File: src/rtl/irq_timer_pkg.sv
// rtl/irq_timer_pkg.sv - shared encodings for the interrupt timer
package irq_timer_pkg;

  typedef enum logic [1:0] {
    ST_IDLE = 2'd0,
    ST_LOAD = 2'd1,
    ST_CNT  = 2'd2,
    ST_INT  = 2'd3
  } state_t;

  localparam logic [1:0] ADDR_CTRL   = 2'd0;
  localparam logic [1:0] ADDR_PRESET = 2'd1;
  localparam logic [1:0] ADDR_COUNT  = 2'd2;
  localparam logic [1:0] ADDR_RSVD   = 2'd3;

  localparam int CTRL_EN_BIT   = 0;
  localparam int CTRL_MODE_LSB = 1;
  localparam int CTRL_MODE_MSB = 2;
  localparam int CTRL_IM_BIT   = 3;

  localparam logic [1:0] MODE_ONESHOT = 2'b00;
  localparam logic [1:0] MODE_AUTO    = 2'b01;

endpackage

File: src/rtl/irq_timer.sv
// rtl/irq_timer.sv - countdown timer with CTRL/PRESET/COUNT registers and masked interrupt
module irq_timer
  import irq_timer_pkg::*;
(
  input  logic        clk,
  input  logic        reset,
  input  logic [1:0]  addr,
  input  logic        we,
  input  logic [31:0] wdata,
  output logic [31:0] rdata,
  output logic        irq
);

  state_t      r_state;
  state_t      w_state_nxt;
  logic        r_en;
  logic [1:0]  r_mode;
  logic        r_im;
  logic [31:0] r_preset;
  logic [31:0] r_count;
  logic        r_flag;

  logic [31:0] w_count_nxt;
  logic        w_flag_set;
  logic        w_flag_clr;
  logic        w_en_clr;
  logic        w_ctrl_wr;
  logic        w_preset_wr;

  assign w_ctrl_wr   = we && (addr == ADDR_CTRL);
  assign w_preset_wr = we && (addr == ADDR_PRESET);

  always_ff @(posedge clk) begin
    if (reset) r_state <= ST_IDLE;
    else       r_state <= w_state_nxt;
  end

  always_comb begin
    w_state_nxt = r_state;
    w_count_nxt = r_count;
    w_flag_set  = 1'b0;
    w_flag_clr  = 1'b0;
    w_en_clr    = 1'b0;
    case (r_state)
      ST_IDLE: if (r_en) w_state_nxt = ST_LOAD;
      ST_LOAD: begin
        w_count_nxt = r_preset;
        w_state_nxt = ST_CNT;
      end
      ST_CNT: begin
        if (!r_en) begin
          w_state_nxt = ST_IDLE;
        end else if (r_count > 32'd1) begin
          w_count_nxt = r_count - 32'd1;
        end else begin
          // Terminal count of 0 or 1 both land on 0; never wrap.
          w_count_nxt = 32'd0;
          w_flag_set  = 1'b1;
          w_state_nxt = ST_INT;
        end
      end
      ST_INT: begin
        if (r_mode == MODE_AUTO) w_flag_clr = 1'b1;
        else                     w_en_clr   = 1'b1;
        w_state_nxt = ST_IDLE;
      end
      default: w_state_nxt = ST_IDLE;
    endcase
  end

  always_ff @(posedge clk) begin
    if (reset) begin
      r_en     <= 1'b0;
      r_mode   <= MODE_ONESHOT;
      r_im     <= 1'b0;
      r_preset <= 32'd0;
      r_count  <= 32'd0;
      r_flag   <= 1'b0;
    end else begin
      r_count <= w_count_nxt;
      // A bus write to CTRL overrides the one-shot EN clear in the same cycle.
      if (w_ctrl_wr) begin
        r_en   <= wdata[CTRL_EN_BIT];
        r_mode <= wdata[CTRL_MODE_MSB:CTRL_MODE_LSB];
        r_im   <= wdata[CTRL_IM_BIT];
      end else if (w_en_clr) begin
        r_en <= 1'b0;
      end
      if (w_preset_wr) r_preset <= wdata;
      if (w_ctrl_wr || w_preset_wr) r_flag <= 1'b0;
      else if (w_flag_set)          r_flag <= 1'b1;
      else if (w_flag_clr)          r_flag <= 1'b0;
    end
  end

  always_comb begin
    rdata = 32'd0;
    case (addr)
      ADDR_CTRL:   rdata = {28'd0, r_im, r_mode, r_en};
      ADDR_PRESET: rdata = r_preset;
      ADDR_COUNT:  rdata = r_count;
      ADDR_RSVD:   rdata = 32'd0;
      default:     rdata = 32'd0;
    endcase
  end

  assign irq = r_flag & r_im;

endmodule

File: config.mk
export PLATFORM = sky130hd
export DESIGN_NAME = irq_timer
export DESIGN_NICKNAME = d
export VERILOG_FILES = /design/src/rtl/irq_timer_pkg.sv /design/src/rtl/irq_timer.sv
export SDC_FILE = /design/constraint.sdc
export NUM_CORES = 1
export LEC_CHECK = 0
export CELL_PAD_IN_SITES_DETAIL_PLACEMENT = 0
export CELL_PAD_IN_SITES_GLOBAL_PLACEMENT = 2
export CORE_MARGIN = 2
export CORE_UTILIZATION = 25
export DETAILED_ROUTE_END_ITERATION = 6
export PLACE_DENSITY = 0.67
export SYNTH_ARGS = -nofsm -noshare
export SYNTH_HDL_FRONTEND = slang
export SYNTH_SLANG_ARGS = --single-unit
File: constraint.sdc
create_clock -name clk -period 2.8 [get_ports clk]
set_clock_uncertainty 0.2 [all_clocks]
set_input_delay 0.42 -clock clk [delete_from_list [all_inputs] [get_ports clk]]
set_output_delay 0.42 -clock clk [all_outputs]
set_load 0.05 [all_outputs]
Word level (Yosys, flattened, before mapping)
Index checks and enable logic that the tools add are counted.
Widths: inputs -> output; s select.
{ "classes": {"add_sub_neg": 1, "n_lt_le_gt_ge": 1, "n_eq_ne": 10, "n_mux": 19, "bitwise": 1, "reduce_logical": 11} }
{ "op_table": {"columns": ["operator", "count"], "rows": [
  ["$pmux 32 s4", 1],
  ["$mux 32", 2],
  ["$pmux 32 s2", 1],
  ["$gt 32x1->1 const B", 1],
  ["$sub 32x1->32 const B", 1],
  ["$mux 1", 11],
  ["$eq 2x2->1 const B", 4],
  ["$pmux 2 s4", 1],
  ["$eq 2x1->1 const B", 3],
  ["$mux 2", 3],
  ["$reduce_bool 2->1", 3],
  ["$logic_not 2->1", 2],
  ["$ne 2x2->1 const B", 2],
  ["$reduce_and 2->1", 2],
  ["$ne 3x3->1 const B", 1],
  ["$logic_and 1x1->1", 2],
  ["$reduce_or 2->1", 1],
  ["$and 1x1->1", 1],
  ["$logic_or 1x1->1", 1]
]} }
{ "word_totals": {"register_bits": 71, "inputBits": 37, "output_inout_bits": 33, "elab_cells": 50} }

Logic depth before layout (Yosys ltp)
Gate-level depths: netlist of run 1.
{ "depth": {"ltp_word": 5, "depth_mapped": 8, "depth_no_buf": 7} }

Worst setup path before layout of run 1
No wires, ideal clock.
{ "synth_timing": {"path_kind": "input-to-output", "from": "in addr[1]", "to": "out rdata[10]", "t_arrival_ns": 1.901, "required_time_ns": 2.180, "slack_ns": 0.279, "stages": 5, "n_path_buf": 3, "cell_sequence": "clkbuf_1 > nor2b_1 > clkbuf_1 > clkbuf_1 > a22o_1"} }
{ "synth_between": {"elab_chain_len": 2, "elab_cells_between_ends": 5, "cone_classes": "eq/ne (3); mux (1); reduce/logical (1)"} }
{ "synth_rtl": {"columns": ["item", "line_no", "source"], "rows": [
  ["start, declared", "irq_timer.sv:7", "input logic [1:0] addr,"],
  ["$eq 2x2->1 (tied with other cells)", "irq_timer.sv:98", "case (addr)"],
  ["$pmux 32 s4 *", "irq_timer.sv:98", null],
  ["end, declared", "irq_timer.sv:10", "output logic [31:0] rdata,"]
]} }
Every way passes the cells marked *; elsewhere a longest branch is shown, timed or not.

Worst setup path in the final report of run 1
{ "layout_timing": {"from": "in addr[1]", "to": "out rdata[20]"} }
The elaborated chain is that of the path after synthesis.

==> results of run 1 <==
[critical path: stages]
cell,delay (ps)
clkdlybuf4s50_1,590
nor2b_2,240
buf_12,210
a22o_1,250
buf_12,160
[cells in the mapped netlist, types with 3 or more instances]
master | count | area share (%)
buf_6 | 4 | 1.1
or3_1 | 3 | 0.45
and2_1 | 3 | 0.45
inv_1 | 9 | 0.81
a22o_1 | 27 | 5.7
a21oi_1 | 63 | 7.6
nor4_1 | 11 | 1.7
o31ai_1 | 5 | 0.91
a21o_1 | 3 | 0.54
or4_1 | 4 | 0.72
o21a_1 | 3 | 0.54
a221oi_1 | 4 | 0.84
dfxtp_1 | 71 | 34
nor4_4 | 4 | 2.1
a211oi_1 | 20 | 3.6
nand3_1 | 10 | 1.2
mux2i_1 | 7 | 1.7
nand2_1 | 100 | 9.1
nand4_1 | 4 | 0.60
buf_2 | 6 | 0.72
nor3_1 | 10 | 1.2
o31a_1 | 5 | 1.1
nor2_1 | 30 | 2.7
clkbuf_1 | 37 | 3.3
o21ai_0 | 51 | 6.2
nor2b_1 | 6 | 0.91
[report_power, final]
group / total (mW) / leakage [nW] / internal [mW] / switching (mW)
logic: 0.513 / 1.43 / 0.223 / 0.290
clock network: 1.15 / 0.140 / 0.700 / 0.445
registers: 1.08 / 0.575 / 1.04 / 0.0385
total: 2.73 / 2.14 / 1.96 / 0.773
[cells by family after synthesis]
family | after synthesis | synth area share [%]
adders and majority gates | 2 | 0.603
and+or+nand+nor | 200 | 24.3
DFF | 71 | 34.3
buffers and inverters | 58 | 6.22
AOI/OAI and AO/OA | 203 | 32.5
xor gates and xnor gates | 2 | 0.423
muxes | 7 | 1.69
[per-layer routing]
metal  vias up  GRT usage [%]  routed length, um
li1       2126              -                  -
met1      2114           23.0               7170
met2       115           27.7               6910
met3        15           2.87                525
met4         0           5.50                210
met5         -              0                  0
[path summary, 6_finish.rpt]
path	slack, ps	cells past startpoint	start	endpoint
worst max-delay path	310	5	addr[1]	rdata[20]
worst min-delay path	270	2	r_preset[3]$_SDFFE_PP0P_	r_preset[3]$_SDFFE_PP0P_
worst max register to register	320	8	r_count[0]$_SDFFE_PP0P_	r_count[26]$_SDFFE_PP0P_
worst min register to register	270	2	r_preset[3]$_SDFFE_PP0P_	r_preset[3]$_SDFFE_PP0P_
[cell type report]
cell class | count | area (um2)
well taps | 220 | 275
repair buffers | 106 | 1310
fillers | 1733 | 10600
clock buffers | 10 | 239
inverters | 9 | 33.8
clock inverters | 4 | 47.5
flip-flops and latches | 71 | 1420
multi-input cells | 414 | 2470
[flip-flops by register name, indices dropped and copies added, names as in the netlist]
register and flops:
r_en 1, r_flag 1, r_mode 2, r_preset 32, r_im 1, r_state 2
r_count 32
==> flow_summary_export.csv, run 1 <==
group,metric,value,unit
outcome,outcome,"complete, no violations",
timing,relSlewSlack,50.3,%
synth,synth.distinct_cells,57,
job,maxCapViolations,0,
route,drc,0,
timing,setup_violations,0,
setup_path,critical_path_required,2180,ps
timing,clock.fmax,401,MHz
final_layout,diodes,0,
placement,hpwl,10.6,mm
global_routing,overflow,0,
timing,worst_pin_slew,745,ps
floorplanning,num_rows,47,
final_layout,design_area,0.00580,mm2
clock_tree,cts_setup_buffers,0,
power,p_total,2.73,mW
synth,yosys_warnings,0,
route,drt-vias-per-instance,5.24,
timing,post-route-period-util,89.0,%
synth,ys_ff_latch,71,
synth,ys_async_sr_fraction,0,%
synth,synth_edf_count,0,
route,drtIter0Drc,273,
synth,synth-main-ff-cell,"dfxtp_1",
global_routing,grt_first_pass_wirelength,23.5,mm
final_layout,drive_above_1_share,17.6,%
floorplanning,die_x,133,um
synth,yosysSeqAreaShare,34.3,%
clock_tree,clk_latency,340,ps
floorplanning,dieArea,0.0176,mm2
floorplanning,initial_core_util,25.3,%
global_routing,antenna_found_initial,0,
final_layout,layout.cells.non_filler,834,
global_routing,grt_max_degree,64,
synth,synthesis.area,0.00415,mm2
final_layout,final_cell_mix,"100 x nand2_1, 71 x dfxtp_1, 63 x a21oi_1, 51 x o21ai_0, 36 x clkdlybuf4s50_1",
route,drtAntennaViolNets,0,
synth,synth.avg_cell_area,7.64,um2
floorplanning,coreArea,0.0164,mm2
global_routing,grt_pass1_vias,4324,
timing,layout_setup_ws,307,ps
placement,globalplace.congestion,0.812,
setup_path,path_max_fanout,28,
timing,rsz0062_at_grt,"no",
power,ir_worst_vdd,0.323,mV
global_routing,grt.total_usage,17.0,%
timing,min_period,2490,ps
power,powerDensity,472,mW/mm2
timing,hold_viol,0,
final_layout,final_util,35.3,%
timing,fin_setup_tns,0,ps
timing,hold_slack,270,ps
placement,pre_cts_slack,316,ps
placement,numPortBuffers,69,
placement,postPlaceCellArea,0.00551,mm2
clock_tree,cts.sinks,71,
worst_hold_path,hold_path_class,"register to register",
clock_tree,htreeDepth,3,
route,dr.pass1.iters,5,
route,routed_wl,14.8,mm
route,dr_total_vias,4370,
route,wire_per_inst,17.8,um
setup_path,critPathKind,"input port to output pin",
synth,synthCells,543,
floorplanning,die_y,133,um
clock_tree,path_clk_slew,50,ps
clock_tree,ctsResizeCount,0,
clock_tree,cts_buffers,9,
clock_tree,clock_path_buffers,2,
setup_path,startpoint_type,"input port",
setup_path,worst_ep_arrival_time,1870,ps
placement,dpl.cell_count,820,
final_layout,areaGrowthSynthToFinish,39.8,%
timing,slew_violations,0,
clock_tree,hold_buffers,0,
power,leakage,2.14,nW
clock_tree,cts_root_buf,"clkbuf_16",
setup_path,worst_setup_path_end_kind,"output pin",
final_layout,final_nets,650,
floorplanning,io_pins,70,
clock_tree,cts_tree,"yes",
final_layout,mostFrequentLayoutCell,"nand2_1",
synth,synth_nets,582,
Note: power is estimated with default switching activity, not from simulation.
==> run 2, diff against run 1 <==
--- a/config.mk
+++ b/config.mk
@@ -10,7 +10,7 @@
 export CORE_MARGIN = 2
 export CORE_UTILIZATION = 25
 export DETAILED_ROUTE_END_ITERATION = 6
-export PLACE_DENSITY = 0.67
+export PLACE_DENSITY_LB_ADDON = 0.1
 export SYNTH_ARGS = -nofsm -noshare
 export SYNTH_HDL_FRONTEND = slang
 export SYNTH_SLANG_ARGS = --single-unit
==> flow_summary_export.csv, run 2 (synthesized netlist as in run 1, its figures left out) <==
group,metric,value,unit
setup_path,worst_setup_path_end_kind,"output pin",
clock_tree,path_clk_slew,60,ps
timing,min_period,2620,ps
global_routing,grt.total_usage,17.9,%
placement,globalplace.congestion,0.844,
global_routing,grt_first_pass_wirelength,24.3,mm
setup_path,path_max_fanout,16,
setup_path,r2r_slack,290,ps
floorplanning,num_rows,47,
timing,fin_setup_tns,0,ps
final_layout,fillers,1716,
setup_path,worst_ep_arrival_time,2000,ps
setup_path,worst-r2r-cell-count,8,
route,drtIter0Drc,285,
route,drtAntennaViolNets,0,
final_layout,layout.cells.non_filler,840,
global_routing,use_met3,2.41,%
floorplanning,dieArea,0.0176,mm2
timing,clock.fmax,381,MHz
placement,dpl.cell_count,824,
final_layout,areaGrowthSynthToFinish,40.5,%
global_routing,use_met2,27.8,%
clock_tree,htreeDepth,3,
worst_hold_path,worstHoldPathCells,2,
final_layout,final_cell_mix,"100 x nand2_1, 71 x dfxtp_1, 63 x a21oi_1, 51 x o21ai_0, 39 x buf_4",
power,powerDensity,467,mW/mm2
final_layout,final_nets,654,
route,drc,0,
clock_tree,cts_tree,"yes",
outcome,outcome,"complete, no violations",
clock_tree,clk_latency,340,ps
route,dr.pass1.iters,5,
floorplanning,io_pins,70,
timing,slew_violations,0,
route,routed_wl,15.7,mm
floorplanning,die_y,133,um
timing,worst_pin_slew,563,ps
clock_tree,cts_setup_buffers,0,
global_routing,gr-max-usage-layer,"met2",
worst_hold_path,hold_path_class,"register to register",
timing,post-route-period-util,93.7,%
setup_path,cpPeakStageDelay,690,ps
floorplanning,initial_core_util,25.3,%
setup_path,critPathTopFamily,"buffers and inverters",
setup_path,critPathKind,"input port to output pin",
setup_path,crit_path_top_delay_cell,"clkdlybuf4s50_1",
timing,hold_viol,0,
final_layout,diodes,0,
setup_path,crit_buf_inv,3,
global_routing,grt_pass1_vias,4104,
global_routing,use_met1,25.6,%
timing,setup_violations,0,
clock_tree,ctsResizeCount,0,
global_routing,overflow,0,
global_routing,antenna_found_initial,0,
clock_tree,cts_root_buf,"clkbuf_16",
power,leakage,2.15,nW
setup_path,path_cells,"clkdlybuf4s50_1 > nor2b_2 > buf_4 > a22o_1 > buf_12",
final_layout,mostFrequentLayoutCell,"nand2_1",
setup_path,crit_cells,5,
setup_path,critical_path_required,2180,ps
placement,numPortBuffers,69,
setup_path,crit_end,"rdata[17]",
route,drt-vias-per-instance,5.13,
job,maxCapViolations,0,
route,dr_total_vias,4311,
clock_tree,cts_buffers,9,
floorplanning,coreArea,0.0164,mm2
clock_tree,hold_buffers,0,
setup_path,reg2reg_to,"r_count[26]$_SDFFE_PP0P_",
clock_tree,cts.sinks,71,
global_routing,grt_max_degree,40,
setup_path,worstSetupStartpoint,"addr[1]",
final_layout,drive_above_1_share,18.4,%
route,wire_per_inst,18.6,um
clock_tree,clock_path_buffers,2,
timing,relSlewSlack,62.2,%
worst_hold_path,hp-start,"r_preset[9]$_SDFFE_PP0P_",
setup_path,reg2reg_from,"r_count[0]$_SDFFE_PP0P_",
floorplanning,die_x,133,um
setup_path,startpoint_type,"input port",
placement,hpwl,11.6,mm
power,ir_worst_vdd,0.268,mV
final_layout,largestRegisters,"r_count x32, r_preset x32",
timing,rsz0062_at_grt,"no",
-- run 2: worst min path at each step --
stage / slack [ps] / to
after global placement: 270 / r_preset[6]$_SDFFE_PP0P_
after detailed placement: 260 / r_preset[9]$_SDFFE_PP0P_
final: 270 / r_preset[9]$_SDFFE_PP0P_
after floorplan: 250 / r_preset[16]$_SDFFE_PP0P_
after global routing: 300 / r_preset[15]$_SDFFE_PP0P_
after CTS: 270 / r_preset[9]$_SDFFE_PP0P_
-- run 2: power by group --
part	switching [mW]	internal [mW]	leakage (nW)
logic	0.297	0.229	1.44
registers	0.0398	1.04	0.575
clock network	0.471	0.645	0.134
-- run 2: area by class of cell --
| cell class | instances | area [um2] | share of cell area [%] |
|---|---|---|---|
| multi-input combinational | 414 | 2470 | 42.4 |
| inverter | 9 | 33.8 | 0.580 |
| tap | 220 | 275 | 4.72 |
| timing repair buffer | 110 | 1340 | 23.0 |
| sequential | 71 | 1420 | 24.4 |
| clock inverter | 5 | 32.5 | 0.558 |
| clock buffer | 11 | 253 | 4.34 |
-- run 2: tightest hold or removal path, delay by kind of cell, from the launching register on --
kind	cells	cell delay, ps
compound gates	1	50
flops	1	320
simple gates	1	50
-- run 2: layer usage --
| layer | vias up | part of all wire, % | wire length (um) |
|---|---|---|---|
| li1 | 2140 | - | - |
| met2 | 97 | 45 | 7050 |
| met5 | - | 0 | 0 |
| met4 | 0 | 1.1 | 170 |
| met1 | 2064 | 51 | 7910 |
| met3 | 10 | 3.4 | 527 |
-- run 2: stage by stage --
stage / worst slack, ps / util [%] / area [um2] / power (mW) / hold WS (ps)
2_1_floorplan: 279 / - / 4150 / 1.37 / 246
3_3_place_gp: 211 / 33.8 / 5540 / 1.62 / 266
3_5_place_dp: 171 / 33.8 / 5540 / 1.63 / 265
4_1_cts: 171 / 35.5 / 5830 / 2.75 / 273
5_1_grt: 51.7 / 35.5 / 5830 / 2.84 / 295
6_report: 176 / 35.5 / 5830 / 2.72 / 271
==> run 3, diff against run 2 <==
--- a/config.mk
+++ b/config.mk
@@ -8,7 +8,7 @@
 export CELL_PAD_IN_SITES_DETAIL_PLACEMENT = 0
 export CELL_PAD_IN_SITES_GLOBAL_PLACEMENT = 2
 export CORE_MARGIN = 2
-export CORE_UTILIZATION = 25
+export CORE_UTILIZATION = 27
 export DETAILED_ROUTE_END_ITERATION = 6
 export PLACE_DENSITY_LB_ADDON = 0.1
 export SYNTH_ARGS = -nofsm -noshare
==> flow_summary_export.csv, run 3 (synthesized netlist as in run 1, its figures left out) <==
group,metric,value,unit
setup_path,path_cells,"clkdlybuf4s50_1 > nor2b_2 > buf_12 > a22o_1 > buf_12",
setup_path,worst_ep_arrival_time,1970,ps
setup_path,path_max_fanout,28,
timing,slew_violations,0,
timing,hold_viol,0,
final_layout,diodes,0,
setup_path,crit_path_top_delay_cell,"clkdlybuf4s50_1",
placement,hpwl,10.6,mm
clock_tree,cts_tree,"yes",
timing,layout_setup_ws,208,ps
clock_tree,ctsResizeCount,0,
route,drt-vias-per-instance,5.39,
setup_path,cpPeakStageDelay,680,ps
clock_tree,clock_path_buffers,2,
power,leakage,2.19,nW
route,dr.pass1.iters,4,
final_layout,design_area,0.00583,mm2
final_layout,final_cell_mix,"100 x nand2_1, 71 x dfxtp_1, 63 x a21oi_1, 51 x o21ai_0, 41 x buf_4",
clock_tree,htreeDepth,3,
timing,post-route-period-util,92.6,%
power,clkPwrFrac,43.8,%
global_routing,antenna_found_initial,0,
floorplanning,die_y,128,um
setup_path,critical_path_required,2180,ps
clock_tree,cts.sinks,71,
clock_tree,cts_setup_buffers,0,
floorplanning,die_x,128,um
route,drtAntennaViolNets,0,
worst_hold_path,hold_path_class,"register to register",
route,drc,0,
clock_tree,path_clk_slew,60,ps
power,pwr-share-seq,37.8,%
power,p_switching,0.782,mW
power,switching_share,27.5,%
timing,rsz0062_at_grt,"no",
clock_tree,clk_latency,350,ps
power,p_comb_share,18.4,%
setup_path,path_common_cell,"buf_12",
setup_path,critPathTopFamily,"buffers and inverters",
final_layout,largestRegisters,"r_count x32, r_preset x32",
floorplanning,io_pins,70,
global_routing,grt_first_pass_wirelength,23.4,mm
route,drtIter0Drc,362,
setup_path,startpoint_type,"input port",
placement,numPortBuffers,69,
placement,postPlaceCellArea,0.00552,mm2
outcome,outcome,"complete, no violations",
floorplanning,initial_core_util,27.5,%
power,p_total,2.85,mW
power,p_int,2.06,mW
global_routing,grt.total_usage,18.5,%
timing,clock.fmax,386,MHz
final_layout,final_nets,656,
clock_tree,cts_root_buf,"clkbuf_16",
floorplanning,dieArea,0.0164,mm2
setup_path,critPathKind,"input port to output pin",
timing,worst_pin_slew,739,ps
timing,relSlewSlack,50.7,%
placement,globalplace.congestion,0.816,
power,powerDensity,488,mW/mm2
global_routing,grt_pass1_vias,4211,
setup_path,crit_buf_inv,3,
setup_path,worst_setup_path_end_kind,"output pin",
route,dr_total_vias,4359,
power,ir_worst_vdd,0.246,mV
route,routed_wl,14.7,mm
floorplanning,coreArea,0.0151,mm2
route,wire_per_inst,18.2,um
final_layout,drive_above_1_share,18.4,%
job,maxCapViolations,0,
final_layout,areaGrowthSynthToFinish,40.6,%
clock_tree,hold_buffers,0,
timing,setup_violations,0,
global_routing,grt_max_degree,64,
timing,fin_setup_tns,0,ps
final_layout,mostFrequentLayoutCell,"nand2_1",
clock_tree,cts_buffers,9,
floorplanning,num_rows,45,
global_routing,overflow,0,
timing,min_period,2590,ps
final_layout,final_util,38.6,%
placement,pre_cts_slack,231,ps
[run 3: cell types whose count changed in the layout (fill, tap and decap cells not counted)]
cell	change
clkbuf_1	+1
buf_4	+2
bufinv_16	+2
clkinvlp_4	-3
clkbuf_8	-1
[run 3: power by group through the flow]
stage | Sequential (mW) | Combinational (mW) | Clock, mW
3_3_place_gp | 1.10 | 0.520 | 0
4_1_cts | 1.07 | 0.524 | 1.28
5_1_grt | 1.08 | 0.568 | 1.32
2_1_floorplan | 1.08 | 0.295 | 0
3_5_place_dp | 1.10 | 0.522 | 0
6_report | 1.08 | 0.523 | 1.25
[run 3: area by class of cell]
class,instances,area (um2)
clock inverter,4,70.1
inverter,9,33.8
tap,188,235
timing repair buffer,112,1350
multi-input combinational,414,2470
clock buffer,11,243
fill,1577,9260
sequential,71,1420
[run 3: final timing paths]
path                                               start  depth (start not counted)  slack [ps]                       end
worst max-delay path                             addr[1]                          5         210                 rdata[19]
worst min-delay path            r_preset[7]$_SDFFE_PP0P_                          2         270  r_preset[7]$_SDFFE_PP0P_
worst max register to register   r_count[4]$_SDFFE_PP0P_                          6         310  r_count[25]$_SDFFE_PP0P_
worst min register to register  r_preset[7]$_SDFFE_PP0P_                          2         270  r_preset[7]$_SDFFE_PP0P_
[run 3: metrics by stage]
stage               hold slack [ps]  std cells
floorplan                       246        543
global placement                268        794
detailed placement              266        794
CTS                             274        809
global route                    297        809
finish                          272        809
[run 3: routing by layer]
layer / wire length, um / GRT usage, % / vias up
met5: 0 / 0 / -
met4: 265 / 8.02 / 0
met3: 543 / 2.50 / 18
met2: 6650 / 28.4 / 113
met1: 7290 / 26.0 / 2087
li1: - / - / 2141
[run 3: worst min-delay path: cells and delay by family, from the launching register on]
| family | cells | cell delay, ps |
|---|---|---|
| flops | 1 | 320 |
| simple gates | 1 | 50 |
| compound gates | 1 | 50 |
